$ cat src/rtl/fetch_pkg.sv
// ----------------------------------------------------------------------------
// fetch_pkg
//   Shared constants and types for the instruction-fetch front end.
//   ACC_WORD      : mainMem access-size code for a single 32-bit word.
//   INSN_BYTES    : PC increment between sequential fetches.
//   fetch_entry_t : one prefetch-queue entry at the default widths. The top
//                   packs {pc, insn} into its queue in this same order.
// ----------------------------------------------------------------------------
package fetch_pkg;

    localparam logic [1:0] ACC_WORD     = 2'b00;
    localparam int         INSN_BYTES   = 4;
    localparam int         FETCH_ADDR_W = 32;
    localparam int         FETCH_DATA_W = 32;

    typedef struct packed {
        logic [FETCH_ADDR_W-1:0] pc;
        logic [FETCH_DATA_W-1:0] insn;
    } fetch_entry_t;

endpackage : fetch_pkg

$ cat src/rtl/fetch_fifo.sv
// ----------------------------------------------------------------------------
// fetch_fifo
//   DEPTH x WIDTH synchronous FIFO used as the prefetch queue.
//   clk_i        : clock, rising edge
//   rst_ni       : asynchronous active-low reset (pointers and count)
//   push_i       : write push_data_i at the tail
//   push_data_i  : entry to write
//   pop_i        : drop the head entry (ignored when empty)
//   flush_i      : empty the queue; wins over push and pop
//   head_o       : entry at the head (meaningful only when count_o != 0)
//   count_o      : number of stored entries, 0..DEPTH
// ----------------------------------------------------------------------------
module fetch_fifo #(
    parameter int DEPTH = 4,
    parameter int WIDTH = 64
) (
    input  logic                     clk_i,
    input  logic                     rst_ni,
    input  logic                     push_i,
    input  logic [WIDTH-1:0]         push_data_i,
    input  logic                     pop_i,
    input  logic                     flush_i,
    output logic [WIDTH-1:0]         head_o,
    output logic [$clog2(DEPTH):0]   count_o
);

    localparam int PTR_W = $clog2(DEPTH);

    logic [WIDTH-1:0] mem_q [DEPTH];
    logic [PTR_W-1:0] rd_ptr_q;
    logic [PTR_W-1:0] wr_ptr_q;
    logic [PTR_W:0]   count_q;
    logic             do_push;
    logic             do_pop;

    assign do_pop  = pop_i && (count_q != '0);
    // A push into a full queue is only legal when the head leaves in the same cycle.
    assign do_push = push_i && ((count_q != (PTR_W+1)'(DEPTH)) || do_pop);

    // NOTE: all state uses non-blocking assignments so every flop samples the
    // pre-edge values; combinational blocks use blocking assignments instead.
    always_ff @(posedge clk_i or negedge rst_ni) begin
        if (!rst_ni) begin
            rd_ptr_q <= '0;
            wr_ptr_q <= '0;
            count_q  <= '0;
        end else if (flush_i) begin
            rd_ptr_q <= '0;
            wr_ptr_q <= '0;
            count_q  <= '0;
        end else begin
            // DEPTH is a power of two, so the pointers wrap naturally.
            if (do_push) wr_ptr_q <= wr_ptr_q + PTR_W'(1);
            if (do_pop)  rd_ptr_q <= rd_ptr_q + PTR_W'(1);
            case ({do_push, do_pop})
                2'b10:   count_q <= count_q + (PTR_W+1)'(1);
                2'b01:   count_q <= count_q - (PTR_W+1)'(1);
                default: count_q <= count_q;
            endcase
        end
    end

    // NOTE: the storage array has no reset; an entry is only ever read after
    // it was written, and the top masks the head while the queue is empty.
    always_ff @(posedge clk_i) begin
        if (do_push && !flush_i) mem_q[wr_ptr_q] <= push_data_i;
    end

    assign head_o  = mem_q[rd_ptr_q];
    assign count_o = count_q;

endmodule : fetch_fifo

$ cat src/rtl/fetch_prefetch_unit.sv
// ----------------------------------------------------------------------------
// fetch_prefetch_unit
//   Instruction-fetch front end between mainMem and decode. Issues sequential
//   word reads from a programmable PC, tracks outstanding reads in a
//   READ_LATENCY-deep pipe, buffers returned words with their PC in a
//   DEPTH-entry queue and hands them to decode with valid/ready. A redirect
//   flushes the queue and bumps an epoch bit so reads already in flight are
//   dropped when they return.
//   clock, reset_n            : clock and asynchronous active-low reset
//   fetch_enable              : allow new requests
//   redirect, redirect_pc     : one-cycle restart at a word-aligned PC
//   mem_addr/enable/wren/acc_size, mem_busy, mem_data_out : mainMem read port
//   insn, insn_pc, insn_valid, insn_ready                 : decode handshake
// ----------------------------------------------------------------------------
module fetch_prefetch_unit
    import fetch_pkg::*;
#(
    parameter int                ADDR_W        = 32,
    parameter int                DATA_W        = 32,
    parameter logic [ADDR_W-1:0] START_ADDRESS = 32'h8002_0000,
    parameter int                DEPTH         = 4,
    parameter int                READ_LATENCY  = 1
) (
    input  logic              clock,
    input  logic              reset_n,
    input  logic              fetch_enable,
    input  logic              redirect,
    input  logic [ADDR_W-1:0] redirect_pc,
    output logic [ADDR_W-1:0] mem_addr,
    output logic              mem_enable,
    output logic              mem_wren,
    output logic [1:0]        mem_acc_size,
    input  logic              mem_busy,
    input  logic [DATA_W-1:0] mem_data_out,
    output logic [DATA_W-1:0] insn,
    output logic [ADDR_W-1:0] insn_pc,
    output logic              insn_valid,
    input  logic              insn_ready
);

    localparam int CNT_W   = $clog2(DEPTH) + 1;
    localparam int INF_W   = $clog2(READ_LATENCY + 1);
    localparam int ENTRY_W = ADDR_W + DATA_W;

    logic [ADDR_W-1:0]       fetch_pc_q;
    logic [ADDR_W-1:0]       fetch_pc_d;
    logic                    epoch_q;
    logic [READ_LATENCY-1:0] pipe_vld_q;
    logic [READ_LATENCY-1:0] pipe_ep_q;
    logic [ADDR_W-1:0]       pipe_pc_q [READ_LATENCY];
    logic [INF_W-1:0]        inflight;
    logic [CNT_W-1:0]        q_count;
    logic                    may_issue;
    logic                    accept;
    logic                    ret_keep;
    logic [ENTRY_W-1:0]      head;

    // Outstanding reads, squashed ones included, so credit never over-commits the queue.
    always_comb begin
        inflight = '0;
        for (int i = 0; i < READ_LATENCY; i++) begin
            inflight = inflight + INF_W'(pipe_vld_q[i]);
        end
    end

    // reset_n is folded in so the request drops the moment reset is asserted,
    // not at the next edge.
    assign may_issue = reset_n && fetch_enable && !redirect &&
                       ((32'(q_count) + 32'(inflight)) < 32'(DEPTH));
    assign accept    = may_issue && !mem_busy;

    // NOTE: every combinational output gets a default first, so no path
    // through the block leaves it unassigned and no latch is inferred.
    always_comb begin
        fetch_pc_d = fetch_pc_q;
        if (redirect) begin
            fetch_pc_d = redirect_pc & ~ADDR_W'(3);
        end else if (accept) begin
            fetch_pc_d = fetch_pc_q + ADDR_W'(INSN_BYTES);
        end
    end

    // Accepted reads shift toward the tail; stage 0 holds the newest request.
    // No accept can happen in a redirect cycle, so epoch_q is the right tag.
    always_ff @(posedge clock or negedge reset_n) begin
        if (!reset_n) begin
            fetch_pc_q <= START_ADDRESS;
            epoch_q    <= 1'b0;
            pipe_vld_q <= '0;
            pipe_ep_q  <= '0;
            for (int i = 0; i < READ_LATENCY; i++) pipe_pc_q[i] <= '0;
        end else begin
            fetch_pc_q    <= fetch_pc_d;
            if (redirect) epoch_q <= ~epoch_q;
            pipe_vld_q[0] <= accept;
            pipe_ep_q[0]  <= epoch_q;
            pipe_pc_q[0]  <= fetch_pc_q;
            for (int i = 1; i < READ_LATENCY; i++) begin
                pipe_vld_q[i] <= pipe_vld_q[i-1];
                pipe_ep_q[i]  <= pipe_ep_q[i-1];
                pipe_pc_q[i]  <= pipe_pc_q[i-1];
            end
        end
    end

    // A return is kept only if it belongs to the current epoch and no redirect
    // is flushing the queue this very cycle.
    assign ret_keep = pipe_vld_q[READ_LATENCY-1] &&
                      (pipe_ep_q[READ_LATENCY-1] == epoch_q) && !redirect;

    fetch_fifo #(
        .DEPTH (DEPTH),
        .WIDTH (ENTRY_W)
    ) u_fifo (
        .clk_i       (clock),
        .rst_ni      (reset_n),
        .push_i      (ret_keep),
        .push_data_i ({pipe_pc_q[READ_LATENCY-1], mem_data_out}),
        .pop_i       (insn_ready && !redirect),
        .flush_i     (redirect),
        .head_o      (head),
        .count_o     (q_count)
    );

    assign insn_valid           = (q_count != '0);
    assign {insn_pc, insn}      = insn_valid ? head : '0;
    assign mem_enable           = may_issue;
    assign mem_addr             = fetch_pc_q;
    assign mem_wren             = 1'b0;
    assign mem_acc_size         = ACC_WORD;

endmodule : fetch_prefetch_unit

$ cat config.mk
export PLATFORM = sky130hd
export DESIGN_NAME = fetch_prefetch_unit
export DESIGN_NICKNAME = d
export VERILOG_FILES = /design/src/rtl/fetch_pkg.sv /design/src/rtl/fetch_fifo.sv /design/src/rtl/fetch_prefetch_unit.sv
export SDC_FILE = /design/constraint.sdc
export NUM_CORES = 1
export LEC_CHECK = 0
export BUFFER_PORTS_ARGS = -buffer_cell sky130_fd_sc_hd__buf_4
export CORE_AREA = 2 2 148 150
export DETAILED_ROUTE_END_ITERATION = 7
export DIE_AREA = 0 0 150 152
export PLACE_DENSITY = 0.82
export SLEW_MARGIN = 10
export SYNTH_ARGS = -nofsm -noshare
export SYNTH_HDL_FRONTEND = slang
export SYNTH_SLANG_ARGS = --single-unit
export TNS_END_PERCENT = 10
$ cat constraint.sdc
create_clock -name clock -period 5.1 [get_ports clock]
set_input_delay 0.765 -clock clock [delete_from_list [all_inputs] [get_ports clock]]
set_output_delay 0.765 -clock clock [all_outputs]
set_load 0.01 [all_outputs]
==> results of run 1 <==
==> cells in the final DEF, fill, tap and decap left out, types with 2 or more instances in the layout <==
master,count
sky130_fd_sc_hd__a21oi_1,3
sky130_fd_sc_hd__nor2_1,10
sky130_fd_sc_hd__mux4_2,62
sky130_fd_sc_hd__and4_1,2
sky130_fd_sc_hd__a21boi_0,2
sky130_fd_sc_hd__edfxtp_1,248
sky130_fd_sc_hd__mux2i_1,7
sky130_fd_sc_hd__a21o_1,2
sky130_fd_sc_hd__ha_1,5
sky130_fd_sc_hd__xor2_1,24
sky130_fd_sc_hd__clkinv_2,6
sky130_fd_sc_hd__inv_1,5
sky130_fd_sc_hd__nor3_1,4
sky130_fd_sc_hd__nor3_2,2
sky130_fd_sc_hd__nor4_1,3
sky130_fd_sc_hd__xnor2_1,6
sky130_fd_sc_hd__bufinv_16,2
sky130_fd_sc_hd__o21ai_0,9
sky130_fd_sc_hd__and3_1,3
sky130_fd_sc_hd__conb_1,7
sky130_fd_sc_hd__nand3_1,15
sky130_fd_sc_hd__nand2_1,39
sky130_fd_sc_hd__nand4_1,18
sky130_fd_sc_hd__o21ai_1,15
sky130_fd_sc_hd__and2_4,4
sky130_fd_sc_hd__dfrtp_1,66
sky130_fd_sc_hd__clkbuf_8,7
sky130_fd_sc_hd__clkbuf_16,39
sky130_fd_sc_hd__and2_1,66
sky130_fd_sc_hd__nor3_4,3
sky130_fd_sc_hd__buf_4,164
sky130_fd_sc_hd__nor4b_1,2
sky130_fd_sc_hd__clkbuf_1,2
sky130_fd_sc_hd__mux2_2,3
sky130_fd_sc_hd__dfstp_2,2
==> stage by stage <==
| stage | cells | worst slack [ps] | hold slack (ps) | instance area [sq um] |
|---|---|---|---|---|
| CTS | 1159 | 1440 | 378 | 15200 |
| global route | 1159 | 1360 | 398 | 15200 |
| finish | 1159 | 1520 | 364 | 15200 |
| floorplan | 701 | 1770 | 410 | 12600 |
| detailed placement | 1103 | 2030 | 428 | 14000 |
| global placement | 1103 | 2050 | 422 | 14000 |
==> registers in the layout, summed over array words and instances, names as in the netlist <==
signal	cells
pipe_pc_q	30
u_fifo.rd_ptr_q	2
u_fifo.count_o	3
mem_addr	30
pipe_ep_q	1
u_fifo.wr_ptr_q	2
u_fifo.mem_q	248
epoch_q	1
pipe_vld_q	1
==> worst max-delay path, delay by kind of cell (launching register included) <==
kind	cells	cell delay (ps)
AND/OR/NAND/NOR	1	180
multiplexers	1	360
flip-flops	1	1110
buffers and inverters	2	590
==> how the worst max path moves through the flow <==
stage | endpoint | cells past startpoint | start | slack [ps]
final | insn[23] | 4 | u_fifo.rd_ptr_q[1] | 1520
after global routing | insn_pc[22] | 4 | u_fifo.rd_ptr_q[0] | 1360
after CTS | insn[23] | 4 | u_fifo.rd_ptr_q[1] | 1440
after detailed placement | insn[23] | 4 | u_fifo.rd_ptr_q[1] | 2030
after global placement | insn_pc[22] | 4 | u_fifo.rd_ptr_q[0] | 2050
after floorplan | u_fifo.mem_q[0][0] | 4 | insn_ready | 1770
==> power breakdown <==
group / switching (uW) / internal [uW] / total, uW
Combinational: 164 / 171 / 335
Clock: 916 / 1550 / 2470
Sequential: 86.2 / 2880 / 2970
Total: 1170 / 4600 / 5770
==> layer usage <==
layer | share of wire [%] | up-vias
li1 | - | 2990
met1 | 41 | 3365
met2 | 50 | 263
met3 | 7.0 | 42
met4 | 2.1 | 0
met5 | 0 | -
==> final cells by class <==
type,count,area (sq um)
fillers,1337,6170
multi-input cells,336,3200
well taps,280,350
clock inverters,8,90.1
inverters,5,18.8
clock buffers,48,1080
flip-flops and latches,318,9210
repair buffers,164,1230
==> cell families (layout without fill, tap and decap cells) <==
| family | Yosys count | after routing | share of synthesized area, % |
|---|---|---|---|
| XOR/XNOR | 30 | 30 | 2.08 |
| buffers and inverters | 47 | 225 | 1.91 |
| AO/OA/AOI/OAI | 39 | 39 | 1.84 |
| multiplexers | 73 | 73 | 12.0 |
| AND/OR/NAND/NOR | 181 | 181 | 8.53 |
| other | 1 | 7 | 0.0297 |
| adder cells (fa/ha/maj) | 6 | 6 | 0.655 |
| flip-flops | 318 | 318 | 73.0 |
==> run summary, run 1 <==
status = completed
clock input transition at the sequential cells of the worst setup and hold paths = 60 ps
path class of the lowest-slack min-delay path = input pin to async pin
met3 routing resource usage after global routing = 3.60%
die outline height = 152 microns
Worst EP required = 4340 ps
max-cap violations = 0
number of enable flip-flop cells after synthesis = 248
final max-slew violation count = 0
Cell variety after synth = 53
Post-CTS Setup Inserts = 0
kind of end point of the critical path = output port
kind of start point of the critical path = register
Synth-to-Final Area Change = 20.4%
Largest stage delay, worst path = 1110 ps
remaining max-slew budget at the tightest pin = 25.4%
Lkg Pwr = 0.00549 uW
critical path arrival = 2810 ps
final HPWL from detailed placement = 14,200 microns
first-pass iteration count of the detailed router = 5
top cell types by occurrence after synthesis = sky130_fd_sc_hd__edfxtp_1, sky130_fd_sc_hd__and2_1, sky130_fd_sc_hd__dfrtp_1, sky130_fd_sc_hd__mux4_2, sky130_fd_sc_hd__nand2_1
number of warnings issued by yosys = 0
cell at the slowest stage of the critical path = sky130_fd_sc_hd__dfrtp_2
number of I/O port buffers = 161
setup repair after global routing missed its margin = false
initial core utilization = 59.1%
CTS H-tree lvls = 1
CTS Buf Count = 30
PostCTS Resize Cnt = 0
Most common cell on crit path = sky130_fd_sc_hd__buf_4
mean cell area of the mapped netlist = 18.1 sq um
worst supply voltage drop on vdd = 257 uV
Most Used Layer, Global Route = met2
synthesized instance count = 695
reg2reg end = u_fifo.count_o[2]
total count of hold-check failures in the final report = 0
met1 Usage GRT = 30.0%
highest clock rate = 280 MHz
transition time of the tightest slew-check pin = 1120 ps
gpl congestion = 0.883
hold buffers post-CTS = 0
startpoint of the most critical register-to-register path = u_fifo.count_o[0]
flop2flop setup slack = 2070 ps
wire length of the first global-routing pass = 37,700 microns
Post-synth top flop = sky130_fd_sc_hd__edfxtp_1
count of antenna diodes in the layout = 0
num rows = 54
Core ar. = 0.0214 sq mm
post-synthesis register bit count = 318
clock skew after layout = 10.6 ps
full die area = 0.0228 sq mm
Layout Utilization = 71.1%
number of global-route vias before repair = 7,038
routed wire length per instance = 20.5 microns
die boundary width = 150 microns
Routed WL = 23,700 microns
final setup fails = 0
total gr overflow = 0
setup total negative slack = 0 ps
worst-case clock buffer depth = 3
fraction of synthesized cell area taken by the top area cell type = 59.1%
Remaining DRCs = 0
number of nets in the layout = 931
Global Route Usage Sum = 21.3%
fraction of synthesis flops using an asynchronous set or reset pin = 22.0%
crit-path cells = buf_4 -> mux4_2 -> and2_1 -> buf_4
share of final-layout standard cells stronger than drive strength 1 = 34.5%
combined area of all synthesized cells = 0.0126 sq mm
final critical-path required period = 3580 ps
CTS Sinks = 318
ratio of final minimum period to clock period = 70.1%
1st-iter DRT viols = 509
total power draw = 5770 uW
pwr dens = 380 mW/mm^2
clock tree from TritonCTS = built
top cells by area in the synthesized netlist = sky130_fd_sc_hd__edfxtp_1, sky130_fd_sc_hd__dfrtp_1, sky130_fd_sc_hd__mux4_2
number of placed I/O pins = 171
met2 capacity usage during global routing = 34.9%
dominant cell by count in the synthesized netlist = sky130_fd_sc_hd__edfxtp_1
share of the yosys chip area belonging to registers = 73.0%
most area-hungry cell type in the Yosys netlist = sky130_fd_sc_hd__edfxtp_1
initial antenna violation count = 0
maximum number of pins on one net before global-route repair = 73
Setup Crit Path Kind = register to output port
clock latency on the worst-skew pair = 540 ps
maximum net fanout on the critical path = 43
Post-DRT Antenna Nets = 0
Root Buffer = sky130_fd_sc_hd__clkbuf_16
Worst R2R Path Depth = 7
vias per std cell = 5.75
total via count after detailed routing = 6,660
No activity file was read; power rests on OpenSTA's default activity.
==> run 2: changes to the inputs <==
--- a/config.mk
+++ b/config.mk
@@ -6,10 +6,10 @@
 export NUM_CORES = 1
 export LEC_CHECK = 0
 export BUFFER_PORTS_ARGS = -buffer_cell sky130_fd_sc_hd__buf_4
-export CORE_AREA = 2 2 148 150
+export CORE_AREA = 2 2 152 154
 export DETAILED_ROUTE_END_ITERATION = 7
-export DIE_AREA = 0 0 150 152
-export PLACE_DENSITY = 0.82
+export DIE_AREA = 0 0 154 156
+export PLACE_DENSITY = 0.78
 export SLEW_MARGIN = 10
 export SYNTH_ARGS = -nofsm -noshare
 export SYNTH_HDL_FRONTEND = slang
==> constraint.sdc (replaced) <==
create_clock -name clock -period 3.4 [get_ports clock]
set_input_delay 0.51 -clock clock [delete_from_list [all_inputs] [get_ports clock]]
set_output_delay 0.51 -clock clock [all_outputs]
set_load 0.01 [all_outputs]
==> run 2 against run 1 <==
  * Setup slack got worse by 1100 ps
  * Critical path depth is the same
  * Flip-flop and latch count unchanged
  * Clock power increased by 49%
  * Critical endpoint is now insn[25]
  * Largest power group unchanged
==> run summary, run 2 (same netlist as run 1, synthesis figures left out) <==
kind of start point of the critical path = register
final max-slew violation count = 0
critical path arrival = 2460 ps
Worst EP required = 2890 ps
final HPWL from detailed placement = 15,100 microns
Synth-to-Final Area Change = 21.0%
pwr dens = 565 mW/mm^2
clock latency on the worst-skew pair = 500 ps
number of nets in the layout = 944
max reg flops = 248
register ranked first by flip-flop count = u_fifo.mem_q
highest-count cells in the layout ignoring fill and taps = sky130_fd_sc_hd__edfxtp_1, sky130_fd_sc_hd__buf_4, sky130_fd_sc_hd__and2_1, sky130_fd_sc_hd__dfrtp_1, sky130_fd_sc_hd__mux4_2
worst-case clock buffer depth = 3
Global Route Usage Sum = 20.8%
routed wire length per instance = 20.7 microns
total count of hold-check failures in the final report = 0
startpoint of the most critical register-to-register path = u_fifo.count_o[0]
post-placement setup slack = 699 ps
placed insts = 1,117
worst supply voltage drop on vdd = 294 uV
worst hold slack after final layout = 210 ps
share of final-layout standard cells stronger than drive strength 1 = 33.8%
hold buffers post-CTS = 0
remaining max-slew budget at the tightest pin = 41.6%
CTS Sinks = 318
Remaining DRCs = 0
final setup fails = 0
total via count after detailed routing = 6,727
count of antenna diodes in the layout = 0
gpl congestion = 0.881
Setup Crit Path Kind = register to output port
PostCTS Resize Cnt = 0
Final WS setup = 429 ps
beginning of the critical path = u_fifo.rd_ptr_q[0]
vias per std cell = 5.71
Routed WL = 24,400 microns
Post-CTS Setup Inserts = 0
post-route insts no fill = 1,179
final critical-path required period = 2970 ps
max-cap violations = 0
total power draw = 8630 uW
kind of end point of the critical path = output port
CTS Buf Count = 34
status = completed
path class of the lowest-slack min-delay path = input pin to register
number of placed I/O pins = 171
initial core utilization = 56.4%
die boundary width = 154 microns
num rows = 55
clock tree from TritonCTS = built
first-pass iteration count of the detailed router = 5
Post-DRT Antenna Nets = 0
wire length of the first global-routing pass = 38,300 microns
number of I/O port buffers = 161
most frequent standard cell in the layout excluding fill and tap cells = sky130_fd_sc_hd__edfxtp_1
number of global-route vias before repair = 6,973
number of filler instances in the final layout = 1,410
clock input transition at the sequential cells of the worst setup and hold paths = 60 ps
die outline height = 156 microns
1st-iter DRT viols = 399
Lkg Pwr = 0.00551 uW
CTS H-tree lvls = 2
initial antenna violation count = 0
transition time of the tightest slew-check pin = 875 ps
setup total negative slack = 0 ps
maximum net fanout on the critical path = 23
clock skew after layout = 9.47 ps
highest clock rate = 337 MHz
setup repair after global routing missed its margin = false
Core ar. = 0.0224 sq mm
Root Buffer = sky130_fd_sc_hd__clkbuf_16
total gr overflow = 0
min-delay src = mem_data_out[31]
full die area = 0.0240 sq mm
ratio of final minimum period to clock period = 87.4%
maximum number of pins on one net before global-route repair = 71
==> run 2: cell count changes in the layout (fill, tap and decap cells not counted) <==
cell	change
sky130_fd_sc_hd__clkbuf_1	+8
sky130_fd_sc_hd__clkinv_1	+8
sky130_fd_sc_hd__clkbuf_8	-7
sky130_fd_sc_hd__buf_4	+5
sky130_fd_sc_hd__buf_12	+4
sky130_fd_sc_hd__clkinv_2	-4
sky130_fd_sc_hd__bufinv_16	+2
sky130_fd_sc_hd__clkbuf_16	-2
sky130_fd_sc_hd__clkinvlp_4	+1
==> run 2: path summary, 6_finish.rpt <==
path / cells after the start / end / slack, ps
worst max-delay path: 4 / insn[25] / 430
worst min-delay path: 1 / u_fifo.mem_q[1][31] / 210
worst min register to register: 0 / pipe_pc_q[17] / 440
min in group asynchronous: 2 / mem_addr[13] / 280
worst max register to register: 8 / u_fifo.count_o[2] / 720
max in group asynchronous: 2 / u_fifo.rd_ptr_q[0] / 2480
==> run 2: worst max-delay path, stage by stage (launching register included) <==
cell and delay [ps]:
sky130_fd_sc_hd__dfrtp_4 720, sky130_fd_sc_hd__buf_4 360, sky130_fd_sc_hd__mux4_2 530, sky130_fd_sc_hd__and2_1 180, sky130_fd_sc_hd__buf_4 140
==> run 2: stage by stage <==
step,cell area [sq um],util [%]
after floorplan,12600,-
after global routing,15300,68.2
after detailed placement,14100,63.2
after global placement,14100,63.2
after CTS,15300,68.2
final,15300,68.2
==> run 2: power breakdown <==
group / leakage (uW) / switching [uW] / internal [uW]
logic: 0.00188 / 249 / 261
registers: 0.00309 / 128 / 4320
clock network: 0.000545 / 1390 / 2280
total: 0.00551 / 1760 / 6870
==> run 2: layout make-up <==
cell class / instances / area, sq um / area share, %
clock buffers: 47 / 963 / 6.31
multi-input cells: 336 / 3200 / 21.0
repair buffers: 173 / 1350 / 8.84
clock inverters: 15 / 168 / 1.10
inverters: 5 / 18.8 / 0.123
well taps: 285 / 357 / 2.34
flip-flops and latches: 318 / 9210 / 60.3
==> run 2: per-layer routing <==
layer	track usage, %	part of all wire, %	routed length (microns)
met5	0	0	0
met4	5.12	1.7	403
met3	4.72	7.0	1700
met2	35.3	50	12200
met1	27.9	41	10000
